`src/rtl/winograd_tile_loader.sv`:
```
// winograd_tile_loader: builds overlapping 4x4 stride-2 Winograd F(2,3) tiles from a stream of 4-row columns
//   clk, rst_n            clock, asynchronous active-low reset
//   in_valid/in_ready     column handshake; in_col packs channel i row r at [DATA_BIT*(4*i+r)]
//   out_valid/out_ready   tile handshake; out_tile packs channel i element (r,c) at [DATA_BIT*(16*i+4*r+c)]
//   out_last              final tile of a tile-row
//   out_idx               tile index within its row, present only with TILE_LOADER_IDX_EN defined
module winograd_tile_loader #(
    parameter int FEATURE_SIZE = 4,
    parameter int DATA_BIT     = 8,
    parameter int MESH_N       = 8,
    parameter int IMG_W        = 16
) (
    input  logic                                   clk,
    input  logic                                   rst_n,
    input  logic                                   in_valid,
    output logic                                   in_ready,
    input  logic [MESH_N*4*DATA_BIT-1:0]           in_col,
    output logic                                   out_valid,
    input  logic                                   out_ready,
    output logic [MESH_N*16*DATA_BIT-1:0]          out_tile,
    output logic                                   out_last
`ifdef TILE_LOADER_IDX_EN
    ,
    output logic [$clog2(IMG_W)-1:0]               out_idx
`endif
);
    localparam int CW = MESH_N * FEATURE_SIZE * DATA_BIT;
    localparam int CB = $clog2(IMG_W);
    typedef enum logic {FILL, STREAM} state_t;
    state_t state;
    logic [CW-1:0] win [4];
    logic [CW-1:0] nwin [4];
    logic [CB-1:0] col;
    logic [MESH_N*16*DATA_BIT-1:0] tile_next;
    logic next_is_tile, last_col, accept;
    // In STREAM col is at least 3, so an odd col is always a tile event
    assign next_is_tile = (state == STREAM) && col[0];
    assign last_col     = col == CB'(IMG_W - 1);
    assign in_ready     = !(next_is_tile && out_valid && !out_ready);
    assign accept       = in_valid && in_ready;
    // Window as it will look after this cycle's shift; tiles are cut from it
    assign nwin[0] = win[1];
    assign nwin[1] = win[2];
    assign nwin[2] = win[3];
    assign nwin[3] = in_col;
    for (genvar i = 0; i < MESH_N; i++) begin : g_ch
        for (genvar r = 0; r < 4; r++) begin : g_row
            for (genvar c = 0; c < 4; c++) begin : g_col
                assign tile_next[DATA_BIT*(16*i+4*r+c) +: DATA_BIT] = nwin[c][DATA_BIT*(4*i+r) +: DATA_BIT];
            end
        end
    end
    always_ff @(posedge clk or negedge rst_n) begin
        if (!rst_n) begin
            for (int i = 0; i < 4; i++) win[i] <= '0;
            col       <= '0;
            state     <= FILL;
            out_valid <= 1'b0;
            out_last  <= 1'b0;
            out_tile  <= '0;
`ifdef TILE_LOADER_IDX_EN
            out_idx   <= '0;
`endif
        end else begin
            if (out_ready) out_valid <= 1'b0;
            if (accept) begin
                for (int i = 0; i < 4; i++) win[i] <= nwin[i];
                col   <= last_col ? '0 : col + 1'b1;
                state <= last_col ? FILL : (col == CB'(2) ? STREAM : state);
                if (next_is_tile) begin
                    out_valid <= 1'b1;
                    out_tile  <= tile_next;
                    out_last  <= last_col;
`ifdef TILE_LOADER_IDX_EN
                    out_idx   <= (col - CB'(3)) >> 1;
`endif
                end
            end
        end
    end
endmodule

```
`config.mk`:
```
export PLATFORM = sky130hd
export DESIGN_NAME = winograd_tile_loader
export DESIGN_NICKNAME = d
export VERILOG_FILES = /design/src/rtl/winograd_tile_loader.sv
export SDC_FILE = /design/constraint.sdc
export NUM_CORES = 2
export LEC_CHECK = 0
export ABC_AREA = 1
export CORE_AREA = 5 5 504 506
export DETAILED_ROUTE_END_ITERATION = 8
export DIE_AREA = 0 0 509 511
export GPL_TIMING_DRIVEN = 0
export SYNTH_ARGS = -nofsm -noshare
export SYNTH_HDL_FRONTEND = slang
export SYNTH_SLANG_ARGS = --single-unit
```
`constraint.sdc`:
```
create_clock -name clk -period 1.9 [get_ports clk]
set_input_delay 0.475 -clock clk [delete_from_list [all_inputs] [get_ports clk]]
set_output_delay 0.475 -clock clk [all_outputs]
set_load 0.02 [all_outputs]
```
# == Word level (Yosys, flattened, before mapping) ==
# Index checks and enable logic that the tools add are counted.
# word_totals
reg_bits,1799
inputBits,260
out_inout_bits,1027
elab_cells,26
# op_classes
addsub,1
eq_ne,2
muxes,6
reduce_logical,9
# op_table
operator,n
1-bit 2-to-1 mux,5
4-bit by 1-bit adder with 4-bit output (second input constant),1
4-bit by 2-bit == test with 1-bit output (second input constant),1
4-bit == test (second input constant),1
1-bit logical AND,4
4-bit 2-to-1 mux,1
2-bit AND reduction,2
1-bit logical NOT,2
2-bit nonzero test,1

# == Longest topological paths before layout ==
# depth
depth_word,6
depth_mapped,9
ltp_nobuf,6

# == Worst setup path before layout ==
# Ideal clock, no wire load.
# synth_path
kind,register -> register
startpoint,reg out_valid
endpoint,reg out_tile[100]
setup_ns,0.130
arrival_ns,1.384
t_required_ns,1.770
setup_slack_ns,0.386
stages_incl_launch_ff,8
path_buffers,2
period_less_slack_ns,1.514
path_cell_list,dfrtp_1 inv_1 nor2_4 inv_1 nand3_4 clkbuf_1 clkbuf_1 o21ai_0
# synth_via
elab_chain_cells,5
# synth_lines
item,line_no,rtl
from (decl),18,"output logic out_valid,"
from (signal assigned),58,out_valid <= 1'b0;
from (signal assigned),65,if (out_ready) out_valid <= 1'b0;
from (signal assigned),71,out_valid <= 1'b1;
1-bit logical AND (2 in series),39,assign in_ready = !(next_is_tile && out_valid && !out_ready);
1-bit logical NOT,39,
1-bit logical AND,40,assign accept = in_valid && in_ready;
2-bit AND reduction (no line),--,
to (signal assigned),72,out_tile <= tile_next;
to (decl),20,"output logic [MESH_N*16*DATA_BIT-1:0] out_tile,"
# No other way between the ends.
# A chain may end at the register's enable or synchronous reset.

# == Worst setup path in the final report ==
# layout_path
startpoint,reg col[0]
endpoint,out in_ready
# layout_via
elab_chain_cells,4
# layout_lines
item,line_no,rtl
from (decl),33,logic [CB-1:0] col;
from (signal assigned),68,col <= last_col ? '0 : col + 1'b1;
1-bit logical AND,37,assign next_is_tile = (state == STREAM) && col[0];
1-bit logical AND (2 in series),39,
1-bit logical NOT,39,
to (decl),16,"output logic in_ready,"
# No other way between the ends.

==> flow_summary.ini <==
[run_status]
status = finished, violations left
violations = negative setup slack

[synth]
synth_seq_area_share_pct = 67.1
ys_types = 20
yosysWarnings = 0
yosys.area.top_type = dfrtp_1
synth.top_cell.area_share_pct = 67.1
synth.avg_cell_area_um2 = 9.80
synth_cells = 6840
netlist_top_cells_area = dfrtp_1 67%, nand2_1 10%, o21ai_0 8.7%
synth_seq_cells = 1799
synth_area_um2 = 67000
synth_fp_nets = 7102

[placement]
place_worst_setup_slack_ps = -3520
place_congestion = 0.893
dp.cells = 11500
port-buffer-count = 1286
dp_hpwl_mm = 215
postPlaceCellArea_um2 = 84400

[cells_and_area]
mostFrequentLayoutCell = nand2_1
regArea_um2 = 45000
area_delta_synth_final_pct = 44.4
fin_area_um2 = 96800
layout_common_cells = 1800 x nand2_1, 1778 x dfrtp_1, 1162 x o21ai_0
multi_input_area_um2 = 16100
layout.nets = 8979
num-fill-cells = 24800
drive_above_1_share_pct = 22.6
instances_no_fill = 12300
final_core_util_pct = 38.8

[timing]
post-route-period-util_pct = 110
setup_viol = 658
fin_worst_skew_ps = 62.7
worst_hold_slack_ps = 40.2
tightest_slew_ps = 1130
grt_setup_unrepaired = true
fin_ws_ps = -195
max_freq_mhz = 477
hold_viol = 0
report.final.slew_viol_count = 0
fin_tns_setup_ps = -43570
period_needed_ps = 2090
max-slew-margin-rel_pct = 24.6

[floorplanning]
row_count = 184
fp.dieH_um = 511
die_x_um = 509
core_area_um2 = 250000
boundaryPins = 1287
fp.dieArea_um2 = 260000
start_util_pct = 26.9

[worst_setup_path]
path_class = reg2out
setup.worst_path.end_class = output port
arrival_ps = 1620
cp.required_ps = 1420
startpoint_type = flip-flop
critPathMaxFanout = 3

[clock_tree]
clk_pin_slew_ps = 60
cts-root-buf = clkbuf_16
cts_sinks = 1799
cts_tree = yes
clock_latency_ps = 850
htreeDepth = 4
cts_buffers = 192
cts_buffer_depth = 3

[grt]
grt_pass1_vias = 54600
overflow = 0
grt_max_degree = 93
grt_pass1_wl_mm = 399
grt_usage_pct = 21.0
antenna_found_initial = 42

[detailed_routing]
ant_nets = 0
totalWireLength_mm = 288
dr.pass1.iters = 6
vias = 55400
dr.max_layer_used = met5
wl_per_cell_um = 23.5
drtIter0Drc = 4527
wl_met1_mm = 114
drc_errors = 0
via_per_inst = 4.52
wl_met2_mm = 135
wl_met3_mm = 27.6

[power]
clock_power_share_pct = 23.6
power.switching_mw = 65.8
total_power_mw = 169
comb_power_share_pct = 40.0
cellLeakagePower_nw = 47.8
power_per_cell_area_nw_per_um2 = 1740
power.share.switching_pct = 39.1
peakVddDrop_mv = 1.31
p_seq_share_pct = 36.4
intPower_mw = 103

[min_path]
hold_class = in2async

[run]
maxCapViolCount = 0
power by group through the flow:
stage | Combinational [mW] | Clock (mW) | Sequential (mW)
floorplan | 15.7 | 0 | 69.9
global placement | 60.3 | 0 | 60.7
detailed placement | 61.4 | 0 | 60.5
CTS | 56.4 | 40.7 | 59.8
global route | 72.3 | 42.1 | 62.6
finish | 67.4 | 39.9 | 61.3
cell usage after synthesis (all sizes together):
master  number
o21ai     1797
xnor2        1
nand4        2
dfrtp     1799
nand2     1805
buf        301
inv       1028
clkbuf      97
nor2         2
nand3b       1
clkinv       1
ha           2
nand3        4
critical path, stage by stage (launching register included):
cell and delay [ps]:
dfrtp_1 390, nand2_1 80, clkinv_2 90, nand2_4 90
buf_6 130
kinds of logic after synthesis:
group,Yosys count,share of synthesized area (%)
AOI/OAI and AO/OA,1797,13.4
xor gates and xnor gates,1,0.0131
adders and majority gates,2,0.0373
buffers and inverters,1427,9.17
DFF,1799,67.1
and+or+nand+nor,1814,10.2
path summary, 6_finish.rpt:
path                                  start       endpoint  slack (ps)  cells past startpoint
worst max-delay path                 col[0]       in_ready        -190                      4
min in group clk                in_col[143]  out_tile[575]         190                      3
worst min register to register    nwin[991]  out_tile[871]         470                      2
worst max register to register    out_valid  out_tile[368]        -120                     12
worst min-delay path                  rst_n      nwin[885]          40                      5
max in group asynchronous             rst_n  out_tile[226]         160                      6
layout make-up:
type                    count  share of cell area [%]
diodes                     28                  0.0724
flip-flops and latches   1799                    46.5
inverters                1029                    3.99
clock inverters            93                    1.34
clock buffers             266                    5.66
repair buffers           1684                    18.2
well taps                3348                    4.33
multi-input cells        3614                    16.6
plain buffers             397                    3.34
layer usage:
metal  GRT usage, %  vias to the layer above
li1               -                    25200
met5              0                        -
met3           7.36                      410
met4           7.85                        4
met2           33.9                     1978
met1           26.0                    27900
state kept, by name (all words and copies together), names as in the netlist:
| signal | flops |
|---|---|
| out_tile | 1024 |
| nwin | 768 |
| col | 4 |
| out_last | 1 |
| out_valid | 1 |
| state | 1 |
repair_timing:
action | CTS | global route
setup buffers | 5 | 337
endpoints found under the setup margin | 4144 | 2913
pin swaps | 2 | 2
resized for setup | 1698 | 4302
hold endpoints to repair | 237 | 79
cloned | 18 | 13
hold buffers | 13 | 1
Power figures use the tool's default switching activity.
